$ cat src/rtl/spike_count_decoder.sv
// Spike-count classifier: accumulates per-class saturating spike counts over a
// fixed window, then scans them sequentially for the argmax (lowest index wins ties).
module spike_count_decoder_lane #(
  parameter int CNT_W = 8
) (
  input  logic             clk,
  input  logic             reset,
  input  logic             clr_i,
  input  logic             inc_i,
  output logic [CNT_W-1:0] cnt_o
);
  logic [CNT_W-1:0] cnt_q;

  always_ff @(posedge clk) begin
    if (reset || clr_i)              cnt_q <= '0;
    else if (inc_i && cnt_q != '1)   cnt_q <= cnt_q + 1'b1;
  end

  assign cnt_o = cnt_q;
endmodule

module spike_count_decoder #(
  parameter int NUM_CLASSES = 10,
  parameter int T_STEPS     = 25,
  parameter int CNT_W       = 8,
  parameter int IDX_W       = 4
) (
  input  logic                   clk,
  input  logic                   reset,
  input  logic                   start,
  input  logic                   spike_valid,
  input  logic [NUM_CLASSES-1:0] spikes,
  input  logic                   result_ready,
  output logic                   busy,
  output logic                   result_valid,
  output logic [IDX_W-1:0]       class_idx,
  output logic [CNT_W-1:0]       class_count,
  output logic                   tie
);
  typedef enum logic [1:0] {IDLE, ACCUM, SCAN, DONE} state_e;

  localparam logic [7:0]     LAST_STEP = 8'(T_STEPS - 1);
  localparam logic [IDX_W:0] SCAN_END  = (IDX_W+1)'(NUM_CLASSES);

  state_e                              state_q;
  logic [7:0]                          step_q;
  logic [IDX_W:0]                      scan_q;
  logic [IDX_W-1:0]                    best_idx_q;
  logic [CNT_W-1:0]                    best_cnt_q;
  logic                                best_tie_q;
  logic [NUM_CLASSES-1:0][CNT_W-1:0]   cnt;
  logic [CNT_W-1:0]                    cur_cnt;
  logic                                acc_en, clr;

  assign acc_en = (state_q == ACCUM) && spike_valid;
  assign clr    = (state_q == IDLE) && start;

  for (genvar g = 0; g < NUM_CLASSES; g++) begin : g_lane
    spike_count_decoder_lane #(.CNT_W(CNT_W)) u_lane (
      .clk   (clk),
      .reset (reset),
      .clr_i (clr),
      .inc_i (acc_en && spikes[g]),
      .cnt_o (cnt[g])
    );
  end

  always_comb begin
    cur_cnt = '0;
    for (int i = 0; i < NUM_CLASSES; i++)
      if (scan_q == (IDX_W+1)'(i)) cur_cnt = cnt[i];
  end

  // Scan covers j=0..N-1, then one extra SCAN cycle publishes the result.
  always_ff @(posedge clk) begin
    if (reset) begin
      state_q      <= IDLE;
      step_q       <= '0;
      scan_q       <= '0;
      best_idx_q   <= '0;
      best_cnt_q   <= '0;
      best_tie_q   <= 1'b0;
      busy         <= 1'b0;
      result_valid <= 1'b0;
      class_idx    <= '0;
      class_count  <= '0;
      tie          <= 1'b0;
    end else begin
      case (state_q)
        IDLE: if (start) begin
          step_q  <= '0;
          busy    <= 1'b1;
          state_q <= ACCUM;
        end
        ACCUM: if (spike_valid) begin
          step_q <= step_q + 1'b1;
          if (step_q == LAST_STEP) begin
            scan_q  <= '0;
            state_q <= SCAN;
          end
        end
        SCAN: begin
          if (scan_q == SCAN_END) begin
            class_idx    <= best_idx_q;
            class_count  <= best_cnt_q;
            tie          <= best_tie_q;
            result_valid <= 1'b1;
            state_q      <= DONE;
          end else begin
            if (scan_q == '0) begin
              best_idx_q <= '0;
              best_cnt_q <= cur_cnt;
              best_tie_q <= 1'b0;
            end else if (cur_cnt > best_cnt_q) begin
              best_idx_q <= scan_q[IDX_W-1:0];
              best_cnt_q <= cur_cnt;
              best_tie_q <= 1'b0;
            end else if (cur_cnt == best_cnt_q) begin
              best_tie_q <= 1'b1;
            end
            scan_q <= scan_q + 1'b1;
          end
        end
        DONE: if (result_ready) begin
          result_valid <= 1'b0;
          busy         <= 1'b0;
          state_q      <= IDLE;
        end
        default: state_q <= IDLE;
      endcase
    end
  end
endmodule

$ cat config.mk
export PLATFORM = sky130hd
export DESIGN_NAME = spike_count_decoder
export DESIGN_NICKNAME = d
export VERILOG_FILES = /design/src/rtl/spike_count_decoder.sv
export SDC_FILE = /design/constraint.sdc
export NUM_CORES = 1
export LEC_CHECK = 0
export BUFFER_PORTS_ARGS = -buffer_cell sky130_fd_sc_hd__buf_2
export CAP_MARGIN = 20
export CORE_MARGIN = 2
export CORE_UTILIZATION = 45
export DETAILED_ROUTE_END_ITERATION = 6
export GPL_TIMING_DRIVEN = 1
export PLACE_DENSITY = 0.63
export SLEW_MARGIN = 20
export SYNTH_ARGS = -nofsm -noshare
export SYNTH_HDL_FRONTEND = slang
export SYNTH_SLANG_ARGS = --single-unit
$ cat constraint.sdc
create_clock -name clk -period 3.9 [get_ports clk]
set_input_delay 0.39 -clock clk [delete_from_list [all_inputs] [get_ports clk]]
set_output_delay 0.39 -clock clk [all_outputs]
set_load 0.1 [all_outputs]
Word level (Yosys, flattened, before mapping)
Index checks and enable logic that the tools add are counted.

Register bits: 123. Input port bits: 15. Output and inout bits: 15. Logic and storage cells: 140.

Add/subtract/negate cells: 12. $lt $le $gt $ge: 1. Eq/ne operators: 31. Muxes and demuxes: 35. Bitwise gates (word level): 1. Reductions and logical operators: 39.

Operator list (count): 8-bit 2-to-1 mux (14); 8-bit by 1-bit adder with 8-bit output (second input constant) (11); 8-bit != test (second input constant) (10); 1-bit logical AND (22); 5-bit by 3-bit == test with 1-bit output (second input constant) (4); 8-bit case mux with 2 select lines (1); 5-bit by 4-bit == test with 1-bit output (second input constant) (3); 5-bit 2-to-1 mux (3); 3-bit AND reduction (5); 5-bit by 2-bit == test with 1-bit output (second input constant) (2); 2-bit 2-to-1 mux (5); 2-bit != test (second input constant) (5); 5-bit case mux with 2 select lines (1); 2-bit nonzero test (5); 8-bit by 5-bit == test with 1-bit output (second input constant) (1); 8-bit == test (1); 8-bit > comparator (1); 4-bit 2-to-1 mux (2); 2-bit case mux with 4 select lines (1); 1-bit 2-to-1 mux (6); 5-bit by 1-bit adder with 5-bit output (second input constant) (1); 5-bit by 1-bit == test with 1-bit output (second input constant) (1); 5-bit zero test (1); 5-bit AND reduction (1); 10 further kinds (12).

Depth between registers and ports, before layout
Gate-level depths: netlist of run 1.

Depth after elaboration: 15. Depth in mapped cells: 15. Depth with buffers taken out: 13.

By module
Synthesis of run 1 repeated with hierarchy kept, for this count alone.

Cell total of the unflattened synthesis: 910. Area, all modules: 7343.3 um^2.

By module, submodules not included: spike_count_decoder_lane (times used 10, cells an instance 48, area each 421.7 um^2, seq. area each 160.2 um^2); spike_count_decoder (times used 1, cells an instance 430, area each 3126.7 um^2, seq. area each 860.8 um^2).

Least setup slack after synthesis of run 1
OpenSTA, ideal clock, no wires.

Kind: register to register. Start: reg scan_q[0]. End: reg best_cnt_q[3]. Library setup time: 0.122 ns. Data arrival time: 3.335 ns. Required time: 3.778 ns. Path slack: 0.444 ns. Stages on the path, launching flop included: 14. Buffers on the path: 1. Period minus slack after synthesis: 3.456 ns. Cell sequence: dfxtp_1 > ha_1 > clkbuf_1 > or2_2 > a21o_1 > a221oi_1 > a211oi_1 > or2_1 > ha_1 > nand3_1 > o221a_2 > o311ai_1 > nand2_1 > o311a_1.

Longest elaborated chain between the ends: 14. Elaborated cells between the ends (all ways): 27.

RTL lines: start, declared (line 47) `logic [IDX_W:0] scan_q;`; start signal, assigned (line 121) `scan_q <= scan_q + 1'b1;`; 5-bit zero test (line 71) `if (scan_q == (IDX_W+1)'(i)) cur_cnt = cnt[i];`; 8-bit 2-to-1 mux (9 in a row) (line 71); 8-bit 2-to-1 mux (*) (line 71); via cur_cnt[3] (line 52) `logic [CNT_W-1:0] cur_cnt;`; 8-bit > comparator (line 114) `end else if (cur_cnt > best_cnt_q) begin`; 2-bit nonzero test (no line); 3-bit AND reduction (no line); end signal, assigned (line 112) `best_cnt_q <= cur_cnt;`; end signal, assigned (line 116) `best_cnt_q <= cur_cnt;`; end, declared (line 49) `logic [CNT_W-1:0] best_cnt_q;`.

Mark *: on every way through the listed nets, which the timed path passes. The rest lies on a longest branch. The select of a mux whose other input is x is not followed. A chain may end at the register's enable or synchronous reset.

Worst setup path after layout of run 1
Start: reg scan_q[1]. End: reg best_cnt_q[0].

Longest elaborated chain between the ends: 14. Elaborated cells between the ends (all ways): 27.

RTL lines (line): 5-bit zero test (71); 8-bit 2-to-1 mux (9 in a row) (71); 8-bit 2-to-1 mux (*) (71); via cur_cnt[5] (52); 8-bit > comparator (*) (114); 2-bit nonzero test (no line) (*); 3-bit AND reduction (no line) (*).

Marks and branches as above.

==> results of run 1 <==
[metrics by stage]
| stage | setup slack (ns) | util | cells | instance area (um2) | hold slack [ns] |
|---|---|---|---|---|---|
| after floorplan | 0.444 | - | 838 | 6680 | 0.428 |
| after global placement | 0.336 | 0.486 | 1036 | 7070 | 0.440 |
| after detailed placement | 0.191 | 0.486 | 1036 | 7070 | 0.444 |
| after CTS | 0.162 | 0.530 | 1066 | 7710 | 0.177 |
| after global routing | 0.00361 | 0.532 | 1066 | 7730 | 0.190 |
| final | 0.237 | 0.532 | 1066 | 7730 | 0.187 |
[Yosys cell counts (3+ instances only)]
library cell / count
nor4_1: 3
a21oi_1: 71
o21ai_1: 4
or4_1: 4
a211oi_1: 10
clkbuf_1: 22
nand4_1: 13
o221a_2: 3
or3_1: 17
o32ai_1: 5
o311a_1: 3
a22o_1: 3
nor3b_1: 4
o22ai_1: 4
a2bb2oi_1: 5
nand3_1: 47
nor3_1: 48
nor2_1: 104
o211ai_1: 10
nand3b_1: 10
nor2b_1: 9
xor2_1: 13
or2_2: 3
a221oi_1: 4
dfxtp_1: 123
buf_2: 11
nand2_1: 71
o221ai_1: 3
o21ai_0: 34
inv_1: 40
a21o_1: 4
xnor2_1: 48
a31oi_1: 4
ha_1: 28
mux2i_1: 12
and2_1: 3
[placed cells by master (no fill, tap or decap), drive strengths merged, types with 4 or more instances in the layout]
master,count
o22ai,4
nand3,48
o21ai,39
a211oi,10
o32ai,5
nor3,50
a31oi,4
bufinv,4
o211ai,10
a2bb2oi,5
buf,51
nand4,13
nand2,71
nand3b,10
or3,17
mux2i,12
a21o,4
xnor2,48
nor2b,9
a21oi,71
or4,4
inv,40
xor2,13
clkbuf,23
dfxtp,123
nor3b,5
ha,28
a221oi,4
nor2,104
or2,5
[state kept, by name, indices dropped and copies added (netlist names)]
register	flops
best_cnt_q	8
best_idx_q	4
best_tie_q	1
busy	1
class_count	8
class_idx	4
g_lane.u_lane.cnt_o	80
result_valid	1
scan_q	5
state_q	2
step_q	8
tie	1
[routing by layer]
| metal | share of wire | wire, um | vias to the layer above |
|---|---|---|---|
| li1 | - | - | 3035 |
| met1 | 0.47 | 8180 | 2865 |
| met2 | 0.46 | 8010 | 133 |
| met3 | 0.045 | 778 | 23 |
| met4 | 0.017 | 301 | 0 |
| met5 | 0 | 0 | - |
[power breakdown]
group / switching (mW) / total, mW / leakage, nW / internal, mW
Clock: 0.541 / 1.70 / 0.321 / 1.16
Combinational: 0.376 / 0.546 / 1.40 / 0.170
Sequential: 0.0385 / 1.34 / 0.992 / 1.30
Total: 0.956 / 3.59 / 2.72 / 2.63
[cell type report]
class                   instances  share of cell area
clock buffers                  23              0.0657
clock inverters                 7              0.0175
inverters                      40              0.0194
multi-input cells             638               0.509
flip-flops and latches        123               0.319
well taps                     184              0.0298
repair buffers                 51              0.0401
[how the worst min path moves through the flow]
stage                    from              to  cells after the start
4_1_cts          result_ready    result_valid                      2
2_1_floorplan   best_idx_q[0]    class_idx[0]                      2
3_5_place_dp     class_idx[3]    class_idx[3]                      2
5_1_grt          result_ready    result_valid                      2
3_3_place_gp   class_count[6]  class_count[6]                      2
6_report         result_ready    result_valid                      2
[logic make-up (layout without fill, tap and decap cells)]
logic type / Yosys count / count (layout) / synth area share
simple gates: 355 / 355 / 0.262
compound gates: 181 / 181 / 0.172
xor+xnor: 61 / 61 / 0.0799
mux: 13 / 13 / 0.0197
fa+ha+maj: 28 / 28 / 0.0524
buf+inv: 77 / 121 / 0.0464
flops: 123 / 123 / 0.368
[worst max-delay path, delay by kind of cell, from the launching register on]
kind                       cells  cell delay, ns
AOI/OAI and AO/OA              6            1.87
and+or+nand+nor                3            0.44
adders and majority gates      2            0.53
buffers and inverters          2            0.32
DFF                            1            0.40
==> results.ini, run 1 <==
[status]
status=finished, final reports clean

[timing]
worst_pin_slew_ns=0.873
rsz0062_at_grt=no
finalCritPeriodShare=0.939
setup_viol=0
slew_violations=0
final_hold_viol_count=0
setup_tns_ns=0
relSlewSlack=0.415
final.setup_skew_ns=0.0105
fmax_mhz=273
period_minus_slack_ns=3.66

[cts]
cts_setup_buffers=0
cts-root-buf=clkbuf_16
clk_pin_slew_worst_paths_ns=0.05
cts_resized=0
worstSkewPairLatency_ns=0.42
ctsHoldBuffers=0
clockBufferDepth=2
cts_tree=built
htree_levels=4
cts_made_buffers=17
cts_sinks=123

[placed_design]
portBuffers=29
gp_congestion=0.934
dp_hpwl_um=12700

[synthesis]
avgSynthCellArea_um2=7.97
synth_edf_count=0
syn_inst=838
syn_nets=881
synth.distinct_cells=63
yosys.area.top_type_share=0.368
async_flop_share=0
synth_area_leaders=dfxtp_1 (37%), xnor2_1 (6.3%), nor2_1 (5.8%)
synth_seq_area_share=0.368
synth_ff_type=dfxtp_1
yosys.area.top_type=dfxtp_1
yosysWarnings=0
netlist_area_um2=6680
ys_seq_elements=123

[critical_path]
critPathMaxStageDelay_ns=0.43
endpoint_kind=flop
crit_type=flop to flop
arrival_ns=3.99
cp-endpoint=best_cnt_q[0]
reg2reg_to=best_cnt_q[0]
rr_worst_depth=13
worstPathCellList=inv_1 > ha_1 > buf_4 > nand3b_1 > nor2_1 > o32ai_1 > o221a_2 > ha_1 > a211oi_1 > o221a_2 > o311a_1 > nor2_1 > a211oi_1
r2r_slack_ns=0.24
reg2reg_from=scan_q[1]
slowest_stage=o32ai_1
path_max_fanout=14
required_ns=4.23
critPathLaunchType=flop
crit_path_start=scan_q[1]

[power_and_ir_drop]
leakage_nw=2.72
p_total_mw=3.59
p_per_area_nw_per_um2=464
ir_drop_mv=0.380

[die]
core_area_um2=14500
rows=44
io_pins=30
die_h_um=126
dieArea_um2=15800
initial_utilization=0.460
die_x_um=126

[route]
drc_errors=0
via_per_inst=5.68
first_iter_violations=586
wl_um=17300
via_count=6056
antenna_left=0
drt_first_pass_iters=5
routedWlPerCell_um=16.2

[cells_and_area]
fillCellCount=1388
finalNetCount=914
drive_gt1_frac=0.117
register_area_um2=2460
antenna_cells=0
areaGrowthSynthToFinish_pct=15.7
multi_input_area_um2=3930

[grt]
grt_max_degree=81
grt_overflow=0
grt_pass1_wl_um=28400
grt.total_usage=0.222
grtUsageMet2=0.355
grt.met1_usage=0.297
use_met3=0.0518
grt_pass1_vias=5734
busiest_layer=met2
antenna_found_initial=0

[flow_run]
cap_violations=0

[min_path]
worstHoldPathType=input pin to flop

(Power assumes the default switching activity.)
==> run 2, diff against run 1 <==
- CORE_UTILIZATION: 45 -> 55
- PLACE_DENSITY: 0.63 -> 0.74
==> run 2 against run 1 <==
- total power fell by 1.7%
- core utilization is 11 points higher
- cell count decreased by 3.4%
- register-to-register slack hardly changed
- highest routed layer unchanged
- wire length up 0.53%
==> results.ini, run 2 (synthesized netlist as in run 1, its figures left out) <==
[cells_and_area]
largest_reg_flops=80
finalNetCount=914
fillCellCount=1046
finalCoreUtilization=0.644
areaGrowthSynthToFinish_pct=14.7
final_cell_mix=dfxtp_1 (123), nor2_1 (104), a21oi_1 (70), nand2_1 (70)
fin_cells=1030
drive_gt1_frac=0.114
mostFrequentLayoutCell=dfxtp_1
antenna_cells=0

[route]
via_per_inst=6.03
antenna_left=0
drt_first_pass_iters=4
wl_met2_um=8100
first_iter_violations=575
via_count=6210
routedWlPerCell_um=16.9
wl_met3_um=946
drc_errors=0
wl_um=17400
wl_met1_um=7950
top_layer=met4

[critical_path]
rr_worst_depth=11
endpoint_kind=flop
required_ns=4.23
path_max_fanout=15
arrival_ns=4.00
crit_type=flop to flop
critPathLaunchType=flop

[die]
dieArea_um2=13000
die_x_um=114
core_area_um2=11900
io_pins=30
initial_utilization=0.561
rows=40
die_h_um=114

[power_and_ir_drop]
ir_drop_mv=0.364
p_total_mw=3.53
p_comb_frac=0.155
p_int_mw=2.57
p_seq_frac=0.380
p_per_area_nw_per_um2=460
swShare=0.271
switching_power_mw=0.957
leakage_nw=2.71
clkPwrFrac=0.465

[placed_design]
gp_congestion=0.936
preCtsSetupSlack_ns=0.295
dp_cells=999
portBuffers=29
dp_hpwl_um=12600

[cts]
cts-root-buf=clkbuf_16
clockBufferDepth=2
clk_pin_slew_worst_paths_ns=0.06
cts_made_buffers=17
worstSkewPairLatency_ns=0.42
htree_levels=4
cts_sinks=123
cts_tree=built

[grt]
antenna_found_initial=0
grt_pass1_wl_um=28100
grt_overflow=0
grt_max_degree=81
grt.total_usage=0.273
grt_pass1_vias=5817

[timing]
final.setup_skew_ns=0.00689
setup_viol=0
rsz0062_at_grt=no
setup_tns_ns=0
fmax_mhz=273
finalCritPeriodShare=0.941
relSlewSlack=0.465
slew_violations=0
worst_pin_slew_ns=0.798
worst_slack_ns=0.232
final_hold_viol_count=0
period_minus_slack_ns=3.67

[min_path]
holdPathStages=2
worstHoldPathType=input pin to flop

[flow_run]
cap_violations=0

[status]
status=finished, final reports clean

-- run 2: changes by cell type in the layout (fill, tap and decap cells not counted), sizes merged --
cell    change
bufinv      -1
clkbuf      +1
clkinv      +1
-- run 2: final timing paths --
check                              startpoint             to  slack (ns)
worst max-delay path                scan_q[3]  best_cnt_q[0]        0.23
worst min-delay path             result_ready   result_valid        0.18
worst max register to register      scan_q[3]  best_cnt_q[0]        0.23
worst min register to register  best_idx_q[2]   class_idx[2]        0.45
-- run 2: per-stage QoR --
stage / instance area [um2] / hold WS (ns)
5_1_grt: 7670 / 0.168
3_3_place_gp: 7020 / 0.439
3_5_place_dp: 7020 / 0.444
4_1_cts: 7640 / 0.164
6_report: 7670 / 0.180
2_1_floorplan: 6680 / 0.428
-- run 2: cell type report --
class	instances	area (um2)	share of cell area
clock buffer	24	512	0.0667
clock inverter	7	110	0.0144
inverter	40	150	0.0196
multi-input combinational	638	3940	0.514
sequential	123	2460	0.321
tap	147	184	0.0240
timing repair buffer	51	310	0.0405
-- run 2: critical path, cell delays in order, from the launching register on --
cell      delay (ns)
dfxtp_1         0.50
buf_4           0.27
or4_1           0.56
a211oi_1        0.23
o22ai_1         0.10
a211oi_1        0.47
ha_1            0.22
nand2_1         0.10
nor3_1          0.33
a21o_1          0.35
nor2_1          0.17
a211oi_1        0.27
-- run 2: power groups by stage --
stage,Sequential (mW),Combinational [mW],Clock (mW)
4_1_cts,1.34,0.541,1.66
2_1_floorplan,1.38,0.393,0
6_report,1.34,0.545,1.64
5_1_grt,1.34,0.605,1.72
3_3_place_gp,1.36,0.517,0
3_5_place_dp,1.37,0.537,0
-- run 2: metal layers --
| layer | up-vias | global-route usage |
|---|---|---|
| li1 | 3046 | - |
| met1 | 2956 | 0.360 |
| met2 | 176 | 0.435 |
| met3 | 32 | 0.0593 |
| met4 | 0 | 0.115 |
| met5 | - | 0 |
-- run 2: what timing repair did --
| item | in CTS | in global routing |
|---|---|---|
| setup buffers | 0 | 0 |
| hold buffers | 0 | 0 |
| setup endpoints to repair | 0 | 8 |
| resized for setup | 0 | 5 |
